[src/rtl/fifo_pkg.sv]
// Shared constants and helpers for the circular FIFO family.
package fifo_pkg;

    localparam int DEF_DATA_WIDTH = 8;
    localparam int DEF_ADDR_WIDTH = 2;

    // Occupancy needs one extra bit so that "full" (count == depth) is representable.
    function automatic int occ_width(input int addr_width);
        return addr_width + 1;
    endfunction

    typedef enum logic [1:0] {
        OP_IDLE = 2'b00,
        OP_WR   = 2'b01,
        OP_RD   = 2'b10,
        OP_RW   = 2'b11
    } fifo_op_e;

endpackage

[src/rtl/circular_fifo_rev2_if.sv]
// Producer/consumer handshake, status and debug bundle for circular_fifo_rev2.
interface circular_fifo_rev2_if
    import fifo_pkg::*;
#(
    parameter int DATA_WIDTH = DEF_DATA_WIDTH,
    parameter int ADDR_WIDTH = DEF_ADDR_WIDTH
);

    logic                              flush;
    logic                              wr_cs;
    logic                              wr_en;
    logic [DATA_WIDTH-1:0]             data_in;
    logic                              rd_cs;
    logic                              rd_en;
    logic [DATA_WIDTH-1:0]             data_out;
    logic                              rd_valid;
    logic                              full;
    logic                              empty;
    logic                              almost_full;
    logic                              almost_empty;
    logic                              overflow;
    logic                              underflow;
    logic [occ_width(ADDR_WIDTH)-1:0]  data_counter_out;
    logic [ADDR_WIDTH-1:0]             wr_pointer_out;
    logic [ADDR_WIDTH-1:0]             rd_pointer_out;

    modport master (
        output flush, wr_cs, wr_en, data_in, rd_cs, rd_en,
        input  data_out, rd_valid, full, empty, almost_full, almost_empty,
               overflow, underflow, data_counter_out, wr_pointer_out, rd_pointer_out
    );

    modport slave (
        input  flush, wr_cs, wr_en, data_in, rd_cs, rd_en,
        output data_out, rd_valid, full, empty, almost_full, almost_empty,
               overflow, underflow, data_counter_out, wr_pointer_out, rd_pointer_out
    );

endinterface

[src/rtl/fifo_ram_dp.sv]
// Simple dual-port RAM: synchronous write, registered read with enable.
module fifo_ram_dp #(
    parameter int DATA_WIDTH = 8,
    parameter int ADDR_WIDTH = 2,
    parameter int RAM_DEPTH  = 1 << ADDR_WIDTH
) (
    input  logic                  clk,
    input  logic                  rst_n,
    input  logic                  we,
    input  logic [ADDR_WIDTH-1:0] waddr,
    input  logic [DATA_WIDTH-1:0] wdata,
    input  logic                  re,
    input  logic [ADDR_WIDTH-1:0] raddr,
    output logic [DATA_WIDTH-1:0] rdata
);

    logic [DATA_WIDTH-1:0] mem [RAM_DEPTH];

    always_ff @(posedge clk) begin
        if (we)
            mem[waddr] <= wdata;
    end

    // Read-before-write: a same-edge write to raddr is not visible until the next read.
    always_ff @(posedge clk or negedge rst_n) begin
        if (!rst_n)
            rdata <= '0;
        else if (re)
            rdata <= mem[raddr];
    end

endmodule

[src/rtl/circular_fifo_rev2.sv]
// Circular synchronous FIFO controller: pointers, occupancy, flags and error strobes.
module circular_fifo_rev2
    import fifo_pkg::*;
#(
    parameter int DATA_WIDTH = DEF_DATA_WIDTH,
    parameter int ADDR_WIDTH = DEF_ADDR_WIDTH,
    parameter int RAM_DEPTH  = 1 << ADDR_WIDTH,
    parameter int AF_LEVEL   = RAM_DEPTH - 1,
    parameter int AE_LEVEL   = 1
) (
    input  logic              clk,
    input  logic              reset,
    circular_fifo_rev2_if.slave bus
);

    localparam int CW     = occ_width(ADDR_WIDTH);
    localparam int STAGES = 1;

    logic [ADDR_WIDTH-1:0] wr_ptr;
    logic [ADDR_WIDTH-1:0] rd_ptr;
    logic [CW-1:0]         count;
    logic                  wr_req;
    logic                  rd_req;
    logic                  wr_acc;
    logic                  rd_acc;
    logic                  full;
    logic                  empty;
    logic                  overflow_q;
    logic                  underflow_q;
    logic [STAGES-1:0]     vld_q;
    logic [STAGES:0]       vld_pipe;
    fifo_op_e              op;

    assign full  = (count == CW'(RAM_DEPTH));
    assign empty = (count == '0);

    // A write into a full FIFO is legal when the same-cycle read frees the oldest slot.
    always_comb begin
        wr_req = bus.wr_cs & bus.wr_en;
        rd_req = bus.rd_cs & bus.rd_en;
        rd_acc = rd_req & ~empty & ~bus.flush;
        wr_acc = wr_req & (~full | rd_acc) & ~bus.flush;
        op     = OP_IDLE;
        case ({rd_acc, wr_acc})
            2'b01:   op = OP_WR;
            2'b10:   op = OP_RD;
            2'b11:   op = OP_RW;
            default: op = OP_IDLE;
        endcase
    end

    always_ff @(posedge clk or negedge reset) begin
        if (!reset) begin
            wr_ptr      <= '0;
            rd_ptr      <= '0;
            count       <= '0;
            overflow_q  <= 1'b0;
            underflow_q <= 1'b0;
        end else begin
            overflow_q  <= wr_req & full & ~rd_acc & ~bus.flush;
            underflow_q <= rd_req & empty & ~bus.flush;
            if (bus.flush) begin
                wr_ptr <= '0;
                rd_ptr <= '0;
                count  <= '0;
            end else begin
                if (wr_acc)
                    wr_ptr <= wr_ptr + 1'b1;
                if (rd_acc)
                    rd_ptr <= rd_ptr + 1'b1;
                case (op)
                    OP_WR:   count <= count + CW'(1);
                    OP_RD:   count <= count - CW'(1);
                    default: count <= count;
                endcase
            end
        end
    end

    assign vld_pipe = {vld_q, rd_acc};

    always_ff @(posedge clk or negedge reset) begin
        if (!reset)
            vld_q <= '0;
        else
            vld_q <= vld_pipe[STAGES-1:0];
    end

    fifo_ram_dp #(
        .DATA_WIDTH (DATA_WIDTH),
        .ADDR_WIDTH (ADDR_WIDTH),
        .RAM_DEPTH  (RAM_DEPTH)
    ) u_ram (
        .clk   (clk),
        .rst_n (reset),
        .we    (wr_acc),
        .waddr (wr_ptr),
        .wdata (bus.data_in),
        .re    (rd_acc),
        .raddr (rd_ptr),
        .rdata (bus.data_out)
    );

    assign bus.rd_valid         = vld_pipe[STAGES];
    assign bus.full             = full;
    assign bus.empty            = empty;
    assign bus.almost_full      = (count >= CW'(AF_LEVEL));
    assign bus.almost_empty     = (count <= CW'(AE_LEVEL));
    assign bus.overflow         = overflow_q;
    assign bus.underflow        = underflow_q;
    assign bus.data_counter_out = count;
    assign bus.wr_pointer_out   = wr_ptr;
    assign bus.rd_pointer_out   = rd_ptr;

endmodule

[src/flat_wrapper.sv]
// flat-port wrapper written by rule: the top's interface ports become plain ports
module circular_fifo_rev2_flat import fifo_pkg::*;
#(
    parameter int DATA_WIDTH = DEF_DATA_WIDTH,
    parameter int ADDR_WIDTH = DEF_ADDR_WIDTH,
    parameter int RAM_DEPTH  = 1 << ADDR_WIDTH,
    parameter int AF_LEVEL   = RAM_DEPTH - 1,
    parameter int AE_LEVEL   = 1
)
  (clk, reset, bus_flush, bus_wr_cs, bus_wr_en, bus_data_in, bus_rd_cs, bus_rd_en, bus_data_out, bus_rd_valid, bus_full, bus_empty, bus_almost_full, bus_almost_empty, bus_overflow, bus_underflow, bus_data_counter_out, bus_wr_pointer_out, bus_rd_pointer_out);
  circular_fifo_rev2_if #(.DATA_WIDTH(DATA_WIDTH), .ADDR_WIDTH(ADDR_WIDTH)) bus_i ();
  input  logic clk;
  input  logic reset;
  input wire logic [$bits(bus_i.flush)-1:0] bus_flush;
  input wire logic [$bits(bus_i.wr_cs)-1:0] bus_wr_cs;
  input wire logic [$bits(bus_i.wr_en)-1:0] bus_wr_en;
  input wire logic [$bits(bus_i.data_in)-1:0] bus_data_in;
  input wire logic [$bits(bus_i.rd_cs)-1:0] bus_rd_cs;
  input wire logic [$bits(bus_i.rd_en)-1:0] bus_rd_en;
  output wire logic [$bits(bus_i.data_out)-1:0] bus_data_out;
  output wire logic [$bits(bus_i.rd_valid)-1:0] bus_rd_valid;
  output wire logic [$bits(bus_i.full)-1:0] bus_full;
  output wire logic [$bits(bus_i.empty)-1:0] bus_empty;
  output wire logic [$bits(bus_i.almost_full)-1:0] bus_almost_full;
  output wire logic [$bits(bus_i.almost_empty)-1:0] bus_almost_empty;
  output wire logic [$bits(bus_i.overflow)-1:0] bus_overflow;
  output wire logic [$bits(bus_i.underflow)-1:0] bus_underflow;
  output wire logic [$bits(bus_i.data_counter_out)-1:0] bus_data_counter_out;
  output wire logic [$bits(bus_i.wr_pointer_out)-1:0] bus_wr_pointer_out;
  output wire logic [$bits(bus_i.rd_pointer_out)-1:0] bus_rd_pointer_out;
  assign bus_i.flush = bus_flush;
  assign bus_i.wr_cs = bus_wr_cs;
  assign bus_i.wr_en = bus_wr_en;
  assign bus_i.data_in = bus_data_in;
  assign bus_i.rd_cs = bus_rd_cs;
  assign bus_i.rd_en = bus_rd_en;
  assign bus_data_out = bus_i.data_out;
  assign bus_rd_valid = bus_i.rd_valid;
  assign bus_full = bus_i.full;
  assign bus_empty = bus_i.empty;
  assign bus_almost_full = bus_i.almost_full;
  assign bus_almost_empty = bus_i.almost_empty;
  assign bus_overflow = bus_i.overflow;
  assign bus_underflow = bus_i.underflow;
  assign bus_data_counter_out = bus_i.data_counter_out;
  assign bus_wr_pointer_out = bus_i.wr_pointer_out;
  assign bus_rd_pointer_out = bus_i.rd_pointer_out;
  circular_fifo_rev2 #(.DATA_WIDTH(DATA_WIDTH), .ADDR_WIDTH(ADDR_WIDTH), .RAM_DEPTH(RAM_DEPTH), .AF_LEVEL(AF_LEVEL), .AE_LEVEL(AE_LEVEL)) u_core (.clk(clk), .reset(reset), .bus(bus_i));
endmodule
[config.mk]
export PLATFORM = sky130hd
export DESIGN_NAME = circular_fifo_rev2_flat
export DESIGN_NICKNAME = d
export VERILOG_FILES = /design/src/rtl/fifo_pkg.sv /design/src/rtl/circular_fifo_rev2_if.sv /design/src/rtl/fifo_ram_dp.sv /design/src/rtl/circular_fifo_rev2.sv /design/src/flat_wrapper.sv
export SDC_FILE = /design/constraint.sdc
export NUM_CORES = 1
export LEC_CHECK = 0
export BUFFER_PORTS_ARGS = -buffer_cell sky130_fd_sc_hd__buf_2
export CAP_MARGIN = 15
export CORE_MARGIN = 1
export CORE_UTILIZATION = 45
export CTS_CLUSTER_SIZE = 40
export DETAILED_ROUTE_END_ITERATION = 7
export PLACE_DENSITY = 0.76
export SLEW_MARGIN = 30
export SYNTH_ARGS = -nofsm -noshare
export SYNTH_HDL_FRONTEND = slang
export SYNTH_SLANG_ARGS = --single-unit
[constraint.sdc]
create_clock -name clk -period 1.68 [get_ports clk]
set_input_delay 0.504 -clock clk [delete_from_list [all_inputs] [get_ports clk]]
set_output_delay 0.504 -clock clk [all_outputs]
set_load 0.02 [all_outputs]
Word-level counts from Yosys, hierarchy flattened. Memory sizes are Yosys's and may differ from the RTL's. A register that Yosys moved wholly into a read port is not among the register bits. Cells that the tools add are included.

Register bits after elaboration: 10. Latch bits: 0. RAM bits: 32. ROM bits: 0. Input bits: 15. Word-level logic and storage cells: 49. Memories kept: 1.

Add/subtract/negate cells: 4. Multiply operators: 0. Div/mod/pow operators: 0. $lt $le $gt $ge: 2. Eq/ne operators: 6. Shift-type cells: 0. Muxes and demuxes: 9. Bitwise logic cells: 16. Reductions and logical operators: 5.

Memories: u_core.u_ram.mem (depth 4, width 8, rd ports 1, clocked after memory_dff 1, wr ports 1, line fifo_ram_dp.sv:17) `logic [DATA_WIDTH-1:0] mem [RAM_DEPTH];`.

Operators by type and width (number): AND 1 bit (11); 2-to-1 mux 2 bit (4); == test 2 bit, second input constant (3); one-hot mux 2 bit (3 select lines) (1); one-hot mux 3 bit (2 select lines) (1); adder 2 x 1 -> 2 bit, second input constant (2); == test 2 x 1 -> 1 bit, second input constant (2); NOT 1 bit (4); nonzero test 2 bit (2); adder 3 x 1 -> 3 bit, second input constant (1); == test 3 bit, second input constant (1); greater-or-equal comparator 3 x 2 -> 1 bit, second input constant (1); <= comparator 3 x 1 -> 1 bit, second input constant (1); logical NOT 3 bit (1); 2-to-1 mux 3 bit (1); nonzero test 3 bit (1); subtractor 3 x 1 -> 3 bit, second input constant (1); 2-to-1 mux 1 bit (2); logical NOT 1 bit (1); bitwise OR 1 bit (1).

Depth between registers and ports, before layout. Gate-level depths: netlist of the first run.

Depth after elaboration: 12. Gate-level depth with buffers: 8. Mapped depth without buffers: 7.

By module. From an unflattened synthesis of the first run, not the netlist that was laid out.

Cell total of the unflattened synthesis: 145. Area total of the unflattened synthesis: 2117.0 µm².

By module, submodules not included: fifo_ram_dp (instances 1, cells each 82, area each 1516.5 µm², seq. area each 1161.1 µm²); circular_fifo_rev2 (instances 1, cells each 63, area each 600.6 µm², seq. area each 250.2 µm²).

Worst setup path after synthesis of the first run. Ideal clock, no wire load.

Path type: flip-flop to flip-flop. Start point: reg u_core.count[1] (netlist: u_core.bus.data_counter_out[1]). End point: mem u_core.u_ram.mem[2][0], enable pin. Setup time: 332 ps. Arrival: 1613 ps. Required time: 1348 ps. Slack: -265 ps. Stages on the path, launching flop included: 7. Buffers on the path: 0. Clock period less this slack: 1945 ps. Path through: dfrtp_1 > inv_1 > ha_1 > nand2_1 > o21ai_1 > nor2_1 > and2_1.

Cells in the longest elaborated chain, start to end: 9. Elaborated cells between the ends (all ways): 11. Those cells by class: eq/ne: 1; mux: 2; bitwise: 7; reduce/logical: 1.

RTL lines: start, declared (line circular_fifo_rev2.sv:21) `logic [CW-1:0] count;`; start signal, assigned (line circular_fifo_rev2.sv:72) `OP_WR: count <= count + CW'(1);`; start signal, assigned (line circular_fifo_rev2.sv:73) `OP_RD: count <= count - CW'(1);`; start signal, assigned (line circular_fifo_rev2.sv:74) `default: count <= count;`; logical NOT 3 bit (line circular_fifo_rev2.sv:35) `assign empty = (count == '0);`; NOT 1 bit (line circular_fifo_rev2.sv:41) `rd_acc = rd_req & ~empty & ~bus.flush;`; AND 1 bit (2 in a row) (line circular_fifo_rev2.sv:41); bitwise OR 1 bit (*) (line circular_fifo_rev2.sv:42) `wr_acc = wr_req & (~full | rd_acc) & ~bus.flush;`; AND 1 bit (*) (2 in a row) (line circular_fifo_rev2.sv:42); 2-to-1 mux 1 bit (*) (line fifo_ram_dp.sv:20) `if (we)`; 2-to-1 mux 1 bit (not written as such) (*) (line fifo_ram_dp.sv:21) `mem[waddr] <= wdata;`; end, declared (line fifo_ram_dp.sv:17).

Mark *: on every way between the ends. The rest lies on a longest branch, timed or not.

Final worst setup path of the first run.
Start point: reg u_core.count[0] (netlist: u_core.bus.data_counter_out[0]). End point: out bus_almost_empty.

Cells in the longest elaborated chain, start to end: 1.

RTL lines: <= comparator 3 x 1 -> 1 bit (line circular_fifo_rev2.sv:108) `assign bus.almost_empty = (count <= CW'(AE_LEVEL));`; end, declared (line flat_wrapper.sv:25) `output wire logic [$bits(bus_i.almost_empty)-1:0] bus_almost_empty;`.

No other way between the ends.

==> impl_metrics.py, run 1 <==
metrics = {
    "critical_path": {
        "rr_endpoint": "u_core.u_ram.rdata[3]$_DFFE_PN0P_",
        "worst-endpoint-arrival_ps": 1400,
        "reg2regPathDepth": 7,
        "reg2reg_slack_ps": 80,
        "crit_chain": "buf_6 > ha_4 > a21oi_2 > nor2_2 > buf_4",
        "crit_required_ps": 1180,
        "worstPathMaxFanout": 4,
        "critPathCaptureType": "output port",
        "r2r_start": "u_core.bus.data_counter_out[0]$_DFFE_PN0P_",
        "worstSetupPathType": "reg2out",
        "crit_path_start_kind": "flop",
        "crit_slowest_cell": "dfrtp_2",
        "max_stage_delay_ps": 460,
    },
    "grt": {
        "antenna_found_initial": 0,
        "grt_first_pass_wirelength_um": 6580,
        "grt.total_usage": 0.175,
        "overflow": 0,
        "grt_pass1_vias": 1378,
        "grt_max_degree": 19,
    },
    "synth": {
        "synth_area_leaders": "edfxtp_1 (44%), dfrtp_1 (21%), mux4_2 (7.2%)",
        "netlist_area_um2": 2180,
        "yosysMostFrequentCell": "edfxtp_1",
        "syn_inst": 137,
        "synth_top_cell_by_area": "edfxtp_1",
        "synthArstFlopShare": 0.360,
        "ys_warn_count": 0,
        "synth_commonest_cells": "edfxtp_1 (32), dfrtp_1 (18), ha_1 (9)",
        "synth.avg_cell_area_um2": 15.9,
        "synth_nets": 161,
        "yosysTopAreaCellShare": 0.441,
        "seq_area_frac_synth": 0.647,
        "yosys.cell_types.count": 32,
        "ys_ff_latch": 50,
        "synth_edf_count": 32,
        "ys.flop_type": "edfxtp_1",
    },
    "route": {
        "post_drt_via_cell_ratio": 5.39,
        "drcViolationCount": 0,
        "wl_um": 4060,
        "met2_length_um": 2130,
        "routedWlPerCell_um": 16.6,
        "drt-pass1-iter-count": 4,
        "routed.top_layer": "met4",
        "vias": 1320,
        "wl_met1_um": 1690,
        "detailroute.wirelength.met3_um": 166,
        "first_iter_violations": 51,
        "ant_nets": 0,
    },
    "placement": {
        "portBuffers": 36,
        "dp_hpwl_um": 2860,
        "place_inst": 231,
        "place.gp.congestion": 0.910,
    },
    "cells_and_area": {
        "fin_nets": 216,
        "finalNonFillerCells": 245,
        "antenna_cells": 0,
        "layout-drive-gt1-share": 0.518,
        "fillers": 322,
        "syn_to_final_growth_pct": 24.4,
    },
    "power": {
        "powerDensity_nw_per_um2": 1290,
        "ir_drop_mv": 0.447,
        "power_leakage_nw": 1.10,
    },
    "sta": {
        "rsz0062_at_grt": "true",
        "hold_viol": 0,
        "setup_viol": 4,
        "period_minus_slack_ps": 1900,
        "min_period_over_period": 1.13,
        "hold_slack_ps": 127,
        "worstMarginPinSlew_ps": 435,
        "drv_slew": 0,
        "postLayoutSetupSlackWorst_ps": -219,
        "slew_headroom": 0.710,
        "fmax_mhz": 526,
        "clock_skew_ps": 7.13,
    },
    "clock_tree": {
        "cts-root-buf": "clkbuf_8",
        "cts.sinks": 50,
        "clock_latency_ps": 300,
        "numCtsBuffers": 5,
        "ctsHtreeMaxLevel": 2,
        "cts_tree": "yes",
        "clk_pin_slew_ps": 90,
        "hold_buffers": 0,
        "cts_buffer_depth": 2,
    },
    "outcome": {
        "status": "finished, violations left",
        "violations": "negative setup slack",
    },
    "job": {
        "cap_violations": 0,
    },
    "die": {
        "io_pins": 37,
        "die_area_um2": 5130,
        "fp.dieH_um": 71.6,
        "start_util": 0.484,
        "die_w_um": 71.6,
        "core_um2": 4500,
        "rows": 24,
    },
    "min_path": {
        "hold_path_class": "in2async",
    },
}
[registers in the layout, summed over array words and instances (netlist names)]
signal                       cells
u_core.u_ram.mem                32
u_core.bus.data_counter_out      3
u_core.bus.rd_valid              1
u_core.bus.underflow             1
u_core.u_ram.rdata               8
u_core.bus.rd_pointer_out        2
u_core.bus.wr_pointer_out        2
u_core.bus.overflow              1
[per-stage QoR]
step / setup TNS, ps / power [W] / worst slack [ps] / utilization / instance area, µm²
2_1_floorplan: 0 / 0.00230 / 15.2 / - / 2200
3_3_place_gp: 0 / 0.00258 / 5.24 / 0.553 / 2490
3_5_place_dp: 0 / 0.00262 / 7.64 / 0.553 / 2490
4_1_cts: -986 / 0.00344 / -229 / 0.595 / 2680
5_1_grt: -1010 / 0.00368 / -258 / 0.603 / 2710
6_report: -789 / 0.00350 / -219 / 0.603 / 2710
[repair_timing]
action,in CTS,in global routing
setup endpoints to repair,9,45
gates cloned,0,0
gates resized for setup,19,8
pin swaps,2,3
buffers inserted,4,2
[critical path, delay by kind of cell, from the launching register on]
kind | cells | cell delay [ps]
fa+ha+maj | 1 | 150
flops | 1 | 460
simple gates | 1 | 50
buf+inv | 2 | 300
compound gates | 1 | 140
[metal layers]
metal,vias up,track usage
li1,620,-
met1,652,0.209
met2,40,0.306
met3,8,0.0450
met4,0,0.0654
met5,-,0
[cell families (layout without fill, tap and decap cells)]
kind of cell / after synthesis / in the layout / synth area share
and+or+nand+nor: 27 / 27 / 0.0700
DFF: 50 / 50 / 0.647
buffers and inverters: 13 / 69 / 0.0339
adders and majority gates: 9 / 9 / 0.0516
AOI/OAI and AO/OA: 18 / 18 / 0.0534
muxes: 17 / 17 / 0.132
xor gates and xnor gates: 3 / 3 / 0.0121
[placed cells by master (no fill, tap or decap), types with 5 or more instances in the layout]
cell type / count
edfxtp_1: 32
a21oi_1: 7
mux2_2: 7
buf_2: 32
dfrtp_1: 13
clkbuf_8: 5
buf_4: 17
dfrtp_2: 5
ha_1: 5
inv_1: 5
mux4_2: 7
[worst max-delay path by stage]
| stage | start | to | slack (ps) | cells past startpoint |
|---|---|---|---|---|
| after floorplan | u_core.bus.data_counter_out[1]$_DFFE_PN0P_ | u_core.u_ram.rdata[0]$_DFFE_PN0P_ | 20 | 7 |
| after global placement | u_core.bus.data_counter_out[0]$_DFFE_PN0P_ | bus_almost_full | 5 | 5 |
| after detailed placement | u_core.bus.data_counter_out[1]$_DFFE_PN0P_ | u_core.u_ram.mem[0][0]$_DFFE_PP_ | 8 | 6 |
| after CTS | u_core.bus.data_counter_out[0]$_DFFE_PN0P_ | bus_almost_full | -230 | 5 |
| after global routing | u_core.bus.data_counter_out[0]$_DFFE_PN0P_ | bus_almost_empty | -260 | 5 |
| final | u_core.bus.data_counter_out[0]$_DFFE_PN0P_ | bus_almost_empty | -220 | 5 |
[area by class of cell]
class                   count  area (µm²)  area share
clock buffers               5        68.8      0.0254
clock inverters             3        23.8     0.00876
inverters                   8        35.0      0.0129
multi-input cells          74         771       0.284
flip-flops and latches     50        1420       0.522
well taps                  52        65.1      0.0240
repair buffers             53         333       0.123
[power by group]
part | total, W | leakage [nW] | switching, W | internal (W)
clock network | 0.000688 | 0.0408 | 0.000390 | 0.000298
registers | 0.00155 | 0.515 | 0.0000961 | 0.00145
logic | 0.00126 | 0.547 | 0.000681 | 0.000580
total | 0.00350 | 1.10 | 0.00117 | 0.00233
(Power assumes the default switching activity.)
==> run 2: changes to the inputs <==
--- a/config.mk
+++ b/config.mk
@@ -5,13 +5,12 @@
 export SDC_FILE = /design/constraint.sdc
 export NUM_CORES = 1
 export LEC_CHECK = 0
-export BUFFER_PORTS_ARGS = -buffer_cell sky130_fd_sc_hd__buf_2
 export CAP_MARGIN = 15
-export CORE_MARGIN = 1
 export CORE_UTILIZATION = 45
 export CTS_CLUSTER_SIZE = 40
 export DETAILED_ROUTE_END_ITERATION = 7
-export PLACE_DENSITY = 0.76
+export DONT_BUFFER_PORTS = 1
+export PLACE_DENSITY = 0.69
 export SLEW_MARGIN = 30
 export SYNTH_ARGS = -nofsm -noshare
 export SYNTH_HDL_FRONTEND = slang
==> run 2 against run 1 <==
  * Critical path type unchanged
  * The flow still finishes with violations (negative setup slack)
  * Global-route usage is 0.31 points higher
  * First-iteration DRC count is 71% higher
  * Largest power group unchanged
  * Utilization is 1.2 points higher
  * Register-to-register slack worse by 170 ps
  * Setup slack better by 23 ps
  * Sequential power is 9.7% higher
  * Sequential cell count stayed put
  * Fmax is 1.2% higher
==> impl_metrics.py, run 2 (synthesis results as in run 1) <==
metrics = {
    "power": {
        "p_int_w": 0.00254,
        "powerDensity_nw_per_um2": 1370,
        "power_leakage_nw": 1.07,
        "combPwrFrac": 0.336,
        "p_switching_w": 0.00125,
        "ir_drop_mv": 0.665,
        "totalPowerFinal_w": 0.00379,
        "seqPwrFrac": 0.449,
        "swShare": 0.330,
        "clkPwrFrac": 0.215,
    },
    "route": {
        "drcViolationCount": 0,
        "routedWlPerCell_um": 19.6,
        "first_iter_violations": 87,
        "ant_nets": 0,
        "vias": 1262,
        "drt-pass1-iter-count": 4,
        "wl_um": 4360,
        "post_drt_via_cell_ratio": 5.68,
    },
    "clock_tree": {
        "numCtsBuffers": 5,
        "cts-root-buf": "clkbuf_8",
        "clock_latency_ps": 320,
        "cts_buffer_depth": 2,
        "cts_tree": "yes",
        "clk_pin_slew_ps": 90,
        "ctsHtreeMaxLevel": 2,
        "cts.sinks": 50,
    },
    "die": {
        "core_um2": 4500,
        "die_area_um2": 5130,
        "fp.dieH_um": 71.6,
        "io_pins": 37,
        "die_w_um": 71.6,
        "rows": 24,
        "start_util": 0.484,
    },
    "sta": {
        "clock_skew_ps": 13.1,
        "setup_viol": 13,
        "rsz0062_at_grt": "true",
        "drv_slew": 0,
        "fmax_mhz": 533,
        "min_period_over_period": 1.12,
        "worstMarginPinSlew_ps": 873,
        "slew_headroom": 0.416,
        "hold_viol": 0,
        "period_minus_slack_ps": 1880,
        "postLayoutSetupSlackWorst_ps": -197,
    },
    "placement": {
        "place.gp.congestion": 0.863,
        "place_inst": 202,
        "dp_hpwl_um": 2860,
        "portBuffers": 0,
    },
    "critical_path": {
        "crit_chain": "ha_4 > ha_4 > nor2_4 > o21ai_2 > buf_6",
        "crit_buf_inv": 1,
        "crit_required_ps": 1180,
        "crit_slowest_cell": "dfrtp_2",
        "cpMostUsedCell": "ha_4",
        "crit_path_start_kind": "flop",
        "critPathCaptureType": "output port",
        "cp_top_family": "flip-flops",
        "worstSetupPathType": "reg2out",
        "reg2reg_slack_ps": -90,
        "worst-endpoint-arrival_ps": 1370,
        "worstPathMaxFanout": 3,
        "max_stage_delay_ps": 450,
    },
    "cells_and_area": {
        "fin_nets": 193,
        "regArea_um2": 1420,
        "final_cell_mix": "edfxtp_1 (32), buf_4 (18), dfrtp_1 (14), mux2_4 (8), buf_6 (8)",
        "largest_reg_flops": 32,
        "layout-drive-gt1-share": 0.476,
        "fillers": 331,
        "multi_input_area_um2": 837,
        "antenna_cells": 0,
        "layout_commonest_cell": "edfxtp_1",
        "largest-register": "u_core.u_ram.mem",
        "syn_to_final_growth_pct": 27.0,
        "finalNonFillerCells": 222,
    },
    "grt": {
        "grt_pass1_vias": 1276,
        "grt_first_pass_wirelength_um": 6540,
        "grt.total_usage": 0.178,
        "grt_max_degree": 19,
        "overflow": 0,
        "antenna_found_initial": 0,
    },
    "outcome": {
        "status": "finished, violations left",
        "violations": "negative setup slack",
    },
    "min_path": {
        "hold_path_class": "in2reg",
    },
    "job": {
        "cap_violations": 0,
    },
}
==> run 2: cell count changes in the layout (fill, tap and decap cells not counted), moves of 3 or more <==
cell / change
mux2_4: +7
nor3_2: +3
mux2_2: -7
buf_6: +4
buf_2: -32
nor3_1: -3
==> run 2: worst paths after layout <==
check,end,startpoint,depth (start not counted)
max in group asynchronous,u_core.bus.data_counter_out[0]$_DFFE_PN0P_,reset,1
setup reg to reg,u_core.u_ram.rdata[7]$_DFFE_PN0P_,u_core.bus.data_counter_out[1]$_DFFE_PN0P_,8
hold / removal,u_core.bus.rd_pointer_out[1]$_DFFE_PN0P_,bus_flush,1
hold reg to reg,u_core.u_ram.rdata[2]$_DFFE_PN0P_,u_core.u_ram.rdata[2]$_DFFE_PN0P_,1
setup / recovery,bus_almost_full,u_core.bus.data_counter_out[0]$_DFFE_PN0P_,5
min in group asynchronous,u_core.u_ram.rdata[0]$_DFFE_PN0P_,reset,1
==> run 2: final cells by class <==
class | instances | share of cell area
Sequential cell | 50 | 0.511
Multi-Input combinational cell | 74 | 0.302
Timing Repair Buffer | 30 | 0.108
Clock buffer | 6 | 0.0339
Tap cell | 52 | 0.0235
Inverter | 8 | 0.0145
Clock inverter | 2 | 0.00632
==> run 2: per-stage QoR <==
step / setup slack [ps] / utilization / hold slack, ps / setup TNS [ps] / instance area, µm²
after floorplan: 15.2 / - / 208 / 0 / 2200
after global placement: -39.1 / 0.530 / 209 / -39.1 / 2390
after detailed placement: 32.6 / 0.530 / 209 / 0 / 2390
after CTS: -237 / 0.575 / 236 / -501 / 2590
after global routing: -232 / 0.615 / 239 / -1870 / 2770
final: -197 / 0.615 / 245 / -1150 / 2770
==> run 2: layer usage <==
metal / up-vias / GRT usage / part of all wire
met5: - / 0 / 0
met3: 11 / 0.0549 / 0.051
met1: 638 / 0.214 / 0.41
li1: 571 / - / -
met2: 42 / 0.291 / 0.51
met4: 0 / 0.0893 / 0.025
==> run 2: worst register-to-register path, delay by kind of cell (launching register included) <==
kind	cells	cell delay (ps)
buffers and inverters	4	430
flip-flops	1	410
AND/OR/NAND/NOR	2	370
multiplexers	1	290
adder cells (fa/ha/maj)	1	170
==> run 2: power by group through the flow <==
stage	combinational, W	sequential, W	clock [W]
after floorplan	0.000576	0.00172	0
after global placement	0.000812	0.00172	0
after detailed placement	0.000824	0.00173	0
after CTS	0.000957	0.00171	0.000830
after global routing	0.00136	0.00172	0.000864
final	0.00127	0.00170	0.000816
==> run 2: timing repair <==
item,in CTS,in global routing
endpoints found under the hold margin,18,0
setup buffers,3,8
gates cloned,0,1
endpoints found under the setup margin,4,45
hold buffers,1,0
gates resized for setup,17,27
pin swaps,5,8
